--- config.mk ---
export PLATFORM = sky130hd
export DESIGN_NAME = vga_scan_generator
export DESIGN_NICKNAME = d
export VERILOG_FILES = /design/src/rtl/vga_scan_generator_pkg.sv /design/src/rtl/vga_axis_counter.sv /design/src/rtl/vga_scan_generator.sv
export SDC_FILE = /design/constraint.sdc
export NUM_CORES = 1
export LEC_CHECK = 0
export ABC_CLOCK_PERIOD_IN_PS = 3400
export CAP_MARGIN = 20
export CELL_PAD_IN_SITES_DETAIL_PLACEMENT = 1
export CELL_PAD_IN_SITES_GLOBAL_PLACEMENT = 2
export CORE_MARGIN = 2
export CORE_UTILIZATION = 43
export CTS_BUF_LIST = sky130_fd_sc_hd__clkbuf_4 sky130_fd_sc_hd__clkbuf_8
export CTS_CLUSTER_SIZE = 28
export DETAILED_ROUTE_END_ITERATION = 7
export DONT_BUFFER_PORTS = 1
export GPL_ROUTABILITY_DRIVEN = 0
export PLACE_DENSITY = 0.93
export SLEW_MARGIN = 20
export SYNTH_ARGS = -nofsm -noshare
export SYNTH_HDL_FRONTEND = slang
export SYNTH_HIERARCHICAL = 1
export SYNTH_SLANG_ARGS = --single-unit
--- constraint.sdc ---
create_clock -name CLOCK_25 -period 3.4 [get_ports CLOCK_25]
set_input_delay 0.34 -clock CLOCK_25 [delete_from_list [all_inputs] [get_ports CLOCK_25]]
set_output_delay 0.34 -clock CLOCK_25 [all_outputs]
set_load 0.01 [all_outputs]
--- src/rtl/vga_scan_generator_pkg.sv ---
// Shared raster constants and helpers for the VGA scan generator and its axis counters.
// Every raster timing value is derived from the porch/sync/active parameters at elaboration.
package vga_scan_generator_pkg;

    localparam int COORD_W = 12;

    typedef struct packed {
        logic active;
        logic hs;
        logic vs;
    } scan_flags_t;

    function automatic int axis_total(input int active, input int fp, input int sync, input int bp);
        return active + fp + sync + bp;
    endfunction

    function automatic int sync_start(input int active, input int fp);
        return active + fp;
    endfunction

    function automatic int count_width(input int total);
        return (total <= 2) ? 1 : $clog2(total);
    endfunction

endpackage

--- src/rtl/vga_axis_counter.sv ---
// One raster axis: free-running 0..TOTAL-1 counter advanced by enable, with active/sync window decode.
// wrap is high on the enabled cycle that returns the count to zero.
module vga_axis_counter
    import vga_scan_generator_pkg::*;
#(
    parameter int TOTAL      = 800,
    parameter int SYNC_START = 656,
    parameter int SYNC_END   = 752,
    parameter int ACTIVE     = 640,
    localparam int W         = count_width(TOTAL)
) (
    input  logic         CLOCK_25,
    input  logic         reset,
    input  logic         enable,
    output logic [W-1:0] count,
    output logic         wrap,
    output logic         in_active,
    output logic         in_sync
);

    localparam logic [W-1:0] LAST    = W'(TOTAL - 1);
    // One extra bit so a window edge equal to TOTAL still compares correctly.
    localparam logic [W:0]   ACT_END = (W+1)'(ACTIVE);
    localparam logic [W:0]   SYN_BEG = (W+1)'(SYNC_START);
    localparam logic [W:0]   SYN_END = (W+1)'(SYNC_END);

    logic [W:0] count_x;

    assign count_x   = {1'b0, count};
    assign wrap      = enable && (count == LAST);
    assign in_active = count_x < ACT_END;
    assign in_sync   = (count_x >= SYN_BEG) && (count_x < SYN_END);

    always_ff @(posedge CLOCK_25) begin
        if (reset) begin
            count <= '0;
        end else if (enable) begin
            count <= wrap ? '0 : count + 1'b1;
        end
    end

endmodule

--- src/rtl/vga_scan_generator.sv ---
// VGA raster generator: x/y one cycle after the counters, pins COLOR_LATENCY+1 cycles after x/y.
// Sync and active flags ride a delay line so colour, blanking and syncs change on one edge.
module vga_scan_generator
    import vga_scan_generator_pkg::*;
#(
    parameter int H_ACTIVE        = 640,
    parameter int H_FP            = 16,
    parameter int H_SYNC          = 96,
    parameter int H_BP            = 48,
    parameter int V_ACTIVE        = 480,
    parameter int V_FP            = 10,
    parameter int V_SYNC          = 2,
    parameter int V_BP            = 33,
    parameter int SYNC_ACTIVE_LOW = 1,
    parameter int COLOR_LATENCY   = 1
) (
    input  logic        CLOCK_25,
    input  logic        reset,
    input  logic [2:0]  color,
    output logic [11:0] x,
    output logic [11:0] y,
    output logic        vga_r,
    output logic        vga_g,
    output logic        vga_b,
    output logic        hsync,
    output logic        vsync,
    output logic        frame_tick
);

    localparam int H_TOTAL      = axis_total(H_ACTIVE, H_FP, H_SYNC, H_BP);
    localparam int V_TOTAL      = axis_total(V_ACTIVE, V_FP, V_SYNC, V_BP);
    localparam int H_SYNC_START = sync_start(H_ACTIVE, H_FP);
    localparam int H_SYNC_END   = H_SYNC_START + H_SYNC;
    localparam int V_SYNC_START = sync_start(V_ACTIVE, V_FP);
    localparam int V_SYNC_END   = V_SYNC_START + V_SYNC;
    localparam int H_W          = count_width(H_TOTAL);
    localparam int V_W          = count_width(V_TOTAL);
    localparam int DEPTH        = COLOR_LATENCY + 1;

    logic [H_W-1:0] h_cnt;
    logic [V_W-1:0] v_cnt;
    logic           h_wrap, h_act, h_sync;
    logic           v_wrap_unused, v_act, v_sync;

    scan_flags_t    flags [0:DEPTH];
    logic [2:0]     rgb_q;

    vga_axis_counter #(
        .TOTAL      (H_TOTAL),
        .SYNC_START (H_SYNC_START),
        .SYNC_END   (H_SYNC_END),
        .ACTIVE     (H_ACTIVE)
    ) u_h_axis (
        .CLOCK_25  (CLOCK_25),
        .reset     (reset),
        .enable    (1'b1),
        .count     (h_cnt),
        .wrap      (h_wrap),
        .in_active (h_act),
        .in_sync   (h_sync)
    );

    vga_axis_counter #(
        .TOTAL      (V_TOTAL),
        .SYNC_START (V_SYNC_START),
        .SYNC_END   (V_SYNC_END),
        .ACTIVE     (V_ACTIVE)
    ) u_v_axis (
        .CLOCK_25  (CLOCK_25),
        .reset     (reset),
        .enable    (h_wrap),
        .count     (v_cnt),
        .wrap      (v_wrap_unused),
        .in_active (v_act),
        .in_sync   (v_sync)
    );

    // flags[0] is aligned with x/y; flags[DEPTH] is aligned with the pins.
    always_ff @(posedge CLOCK_25) begin
        if (reset) begin
            x          <= '0;
            y          <= '0;
            frame_tick <= 1'b0;
            rgb_q      <= 3'b000;
            for (int i = 0; i <= DEPTH; i++) begin
                flags[i] <= '0;
            end
        end else begin
            if (h_act && v_act) begin
                x <= COORD_W'(h_cnt) + COORD_W'(1);
                y <= COORD_W'(v_cnt) + COORD_W'(1);
            end else begin
                x <= '0;
                y <= '0;
            end
            frame_tick <= (h_cnt == '0) && (v_cnt == V_W'(V_ACTIVE));
            flags[0]   <= '{active: h_act && v_act, hs: h_sync, vs: v_sync};
            for (int i = 1; i <= DEPTH; i++) begin
                flags[i] <= flags[i-1];
            end
            // color for a slot is valid COLOR_LATENCY cycles after its x/y, i.e. alongside flags[COLOR_LATENCY].
            rgb_q <= flags[COLOR_LATENCY].active ? color : 3'b000;
        end
    end

    assign vga_r = rgb_q[2];
    assign vga_g = rgb_q[1];
    assign vga_b = rgb_q[0];
    assign hsync = (SYNC_ACTIVE_LOW != 0) ? ~flags[DEPTH].hs : flags[DEPTH].hs;
    assign vsync = (SYNC_ACTIVE_LOW != 0) ? ~flags[DEPTH].vs : flags[DEPTH].vs;

endmodule

## Word level (Yosys, flattened, before mapping)

Memory sizes are Yosys's and may differ from the RTL's.
Cells that the tools add are included.

| storage, ports and cells | value |
|---|---|
| memories | 1 |
| memory bits (writable) | 9 |
| output and inout bits | 30 |
| register bits after elaboration | 48 |
| logic and storage cells | 43 |
| input port bits | 5 |

Memories:

| name | words | width | rd ports | clocked after memory_dff | write ports | line | text |
|---|---|---|---|---|---|---|---|
| flags | 3 | 3 | 3 | 0 | 3 | vga_scan_generator.sv:45 | `scan_flags_t flags [0:DEPTH];` |

| cells by class | value |
|---|---|
| multiplexer cells | 7 |
| equality and inequality tests | 3 |
| $lt $le $gt $ge | 6 |
| reductions and logical operators | 9 |
| add/subtract/negate cells | 4 |
| bitwise gates (word level) | 7 |

Operators by type and width:

| kind | number |
|---|---|
| adder 10 x 1 -> 11 bit (second input constant) | 2 |
| adder 10 x 1 -> 10 bit (second input constant) | 2 |
| == test 10 bit (second input constant) | 2 |
| less-than comparator 10 bit (second input constant) | 2 |
| less-than comparator 10 x 9 -> 1 bit (second input constant) | 2 |
| == test 10 x 9 -> 1 bit (second input constant) | 1 |
| greater-or-equal comparator 10 bit (second input constant) | 1 |
| greater-or-equal comparator 10 x 9 -> 1 bit (second input constant) | 1 |
| logical NOT 10 bit | 1 |
| two-way mux 10 bit | 1 |
| two-way mux 3 bit | 3 |
| OR reduction 2 bit | 3 |
| logical AND 1 bit | 5 |
| inverter 1 bit | 4 |
| two-way mux 1 bit | 3 |
| bitwise OR 1 bit | 3 |

## Depth between registers and ports, before layout

| logic depth | value |
|---|---|
| depth after elaboration | 4 |
| gate-level depth with buffers | 7 |
| gate-level depth less buffers | 6 |

## Modules after synthesis

The synthesis kept the hierarchy.

Modules (own cells, without submodules):

| module | area each (um2) | times used | cells each |
|---|---|---|---|
| vga_scan_generator | 1,313.8 | 1 | 139 |
| vga_axis_counter at u_v_axis | 528.0 | 1 | 59 |
| vga_axis_counter at u_h_axis | 525.5 | 1 | 62 |

## Least setup slack after synthesis

OpenSTA, ideal clock, no wires.

| timing path | value |
|---|---|
| path type | register -> register |
| start point | register u_h_axis.count[0] |
| end point | register u_v_axis.count[9] |
| library setup time | 0.070 ns |
| buffers on the path | 1 |
| setup slack | 1.221 ns |
| data arrival time | 2.109 ns |
| cell stages (with the launch flop) | 8 |
| cell sequence | dfxtp_1 -> ha_1 -> nand4_2 -> nor3_1 -> buf_2 -> nand3_4 -> or4_1 -> a21oi_1 |

| between the ends | value |
|---|---|
| longest elaborated chain between the ends | 3 |

RTL lines:

| what | line | text |
|---|---|---|
| start, declared | vga_axis_counter.sv:15 | `output logic [W-1:0] count,` |
| start signal, assigned | vga_axis_counter.sv:38 | `count <= wrap ? '0 : count + 1'b1;` |
| == test 10 bit * | vga_axis_counter.sv:30 | `assign wrap = enable && (count == LAST);` |
| via h_wrap | vga_scan_generator.sv:42 | `logic h_wrap, h_act, h_sync;` |
| logical AND 1 bit | vga_axis_counter.sv:30 |  |
| two-way mux 10 bit | vga_axis_counter.sv:38 |  |
| end signal, assigned | vga_axis_counter.sv:38 |  |
| end, declared | vga_axis_counter.sv:15 |  |

Mark *: on every way through the listed nets, which the timed path passes. The rest lies on a longest branch.
A chain may end at the register's enable or synchronous reset.

## Worst setup path in the final report

| timing path | value |
|---|---|
| start point | register u_h_axis.count[0] |
| end point | register u_v_axis.count[7] |

Same word-level chain as after synthesis.

==> flow_summary.ini <==
[timing]
worst_pin_slew_ns = 0.588
hold_viol = 0
period_minus_slack_ns = 2.30
skew_ns = 0.00575
holdWs_ns = 0.0920
setup_ws_ns = 1.10
finalSetupTns_ns = 0
slew_headroom_pct = 60.5
finalCritPeriodShare_pct = 67.6
rsz0062_at_grt = false
timing.fmax_ghz = 0.435
setup_viol = 0
report.final.slew_viol_count = 0

[grt]
busiest_layer = met2
antenna_found_initial = 0
grt_use_met1_pct = 24.9
grt_pass1_vias = 1816
grt_first_pass_wirelength_um = 9100
grtUsageMet3_pct = 3.56
grt_use_total_pct = 18.6
overflow = 0
grt_max_degree = 21
grtUsageMet2_pct = 29.9

[floorplan]
rows = 26
dieArea_mm2 = 0.00610
core_mm2 = 0.00520
dieHeight_um = 78.1
die_x_um = 78.1
boundaryPins = 35
start_util_pct = 45.4

[critical_path]
cp-startpoint = u_h_axis/count[0]
r2r-end = u_v_axis/count[7]
crit_required_ns = 3.64
slowest_delay_ns = 0.54
worst-path-stages = 7
worstRegToRegCells = 7
cp_num_buf_inv = 1
cpMaxStageDelayCell = or4_1
reg2reg_from = u_h_axis/count[0]
worstSetupEndpointType = flop
worst_path_dominant_cell_family = simple AND/OR/NAND/NOR gates
arrival_ns = 2.54
worstSetupPathType = flop to flop
r2r_setup_slack_ns = 1.10
cp-endpoint = u_v_axis/count[7]
start_kind = flop
crit_fanout = 10
crit_chain = ha_1 > nand4_2 > nor3_1 > buf_4 > nand3_4 > or4_1 > a21oi_1

[clock_network]
ctsResizeCount = 0
worstSkewPairLatency_ns = 0.30
numCtsBuffers = 5
cts.path.max_buffers = 2
clk_pin_slew_ns = 0.10
cts_tree = yes
post_cts_buffers = 0
cts_max_level = 2
clock_sinks = 54
cts_root_buffer = clkbuf_8
cts_hold_buf = 0

[power_and_ir_drop]
p_leak_nw = 0.851
peakVddDrop_mv = 0.183
pwr_density_cell_mw_per_mm2 = 414
power_w = 0.00104

[route]
viasPerCell = 5.65
drt-initial-drc-count = 86
routedWlPerCell_um = 16.4
routed_wl_um = 5470
drc = 0
ant_nets = 0
dr_total_vias = 1881
drt_first_pass_iters = 4

[finish]
antenna_cells = 0
final_util_pct = 48.3
layout.nets = 275
areaGrowthSynthToFinish_pct = 6.46
drive_above_1_share_pct = 6.84

[logic_synthesis]
syn_area_per_cell_um2 = 9.12
synthCells = 259
synth.cell_area_mm2 = 0.00236
yosysWarningCount = 6

[place]
dpl.hpwl_um = 3860
io_buffers = 0
place_ws_ns = 1.11

[min_path]
holdCritPathClass = input port to flop

[status]
status = finished clean

[flow_run]
max_cap_viol_count = 0
[registers in the layout, summed over array words and instances, names as in the netlist]
register        cells
x                  11
y                  11
u_h_axis/count     10
u_v_axis/count     10
flags               8
rgb_q               3
frame_tick          1
[worst min-delay path by stage]
| stage | start | to | slack, ns | cells after the start |
|---|---|---|---|---|
| 2_1_floorplan | reset | u_h_axis/count[6] | 0.41 | 1 |
| 3_5_place_dp | reset | u_h_axis/count[6] | 0.41 | 1 |
| 4_1_cts | reset | u_h_axis/count[6] | 0.08 | 1 |
| 3_3_place_gp | reset | flags[0][1] | 0.42 | 1 |
| 5_1_grt | reset | u_h_axis/count[6] | 0.08 | 1 |
| 6_report | reset | u_h_axis/count[6] | 0.09 | 1 |
[final cells by class]
class	instances	area, um^2
Clock inverter	3	21.3
Tap cell	70	87.6
Inverter	16	60.1
Timing Repair Buffer	2	15.0
Multi-Input combinational cell	183	1180
Clock buffer	5	68.8
Fill cell	620	2690
Sequential cell	54	1080
[layer usage]
| layer | vias to the layer above | wire [um] |
|---|---|---|
| met5 | - | 0 |
| li1 | 921 | - |
| met2 | 48 | 2510 |
| met4 | 0 | 87 |
| met3 | 9 | 221 |
| met1 | 903 | 2650 |
[where the power goes]
| group | internal, W | switching, W | leakage [nW] |
|---|---|---|---|
| Clock | 0.000145 | 0.000209 | 0.0441 |
| Combinational | 0.0000116 | 0.0000206 | 0.370 |
| Sequential | 0.000641 | 0.0000133 | 0.437 |
[through the flow]
stage                     std cells  area [um^2]
after global routing            333         2510
after floorplan                 260         2370
after detailed placement        325         2420
after global placement          325         2420
after CTS                       333         2510
final                           333         2510
[placed cells by master (no fill, tap or decap), types with 2 or more instances in the layout]
| master | n |
|---|---|
| a21oi_1 | 18 |
| or3_1 | 9 |
| xor2_1 | 10 |
| nand4_1 | 7 |
| nand2_1 | 14 |
| nor2b_1 | 9 |
| nand3_1 | 19 |
| o32ai_1 | 2 |
| nor4_1 | 3 |
| or4_1 | 9 |
| o21a_1 | 2 |
| conb_1 | 3 |
| inv_1 | 16 |
| buf_4 | 2 |
| o21ai_0 | 11 |
| nand2b_1 | 2 |
| nor3_1 | 6 |
| and2_1 | 5 |
| nand3b_1 | 2 |
| nand4_2 | 2 |
| o31ai_1 | 10 |
| xnor2_1 | 2 |
| ha_1 | 8 |
| nor2_1 | 16 |
| dfxtp_1 | 54 |
| clkbuf_8 | 5 |
| o22ai_1 | 2 |
No activity file was read; power rests on OpenSTA's default activity.
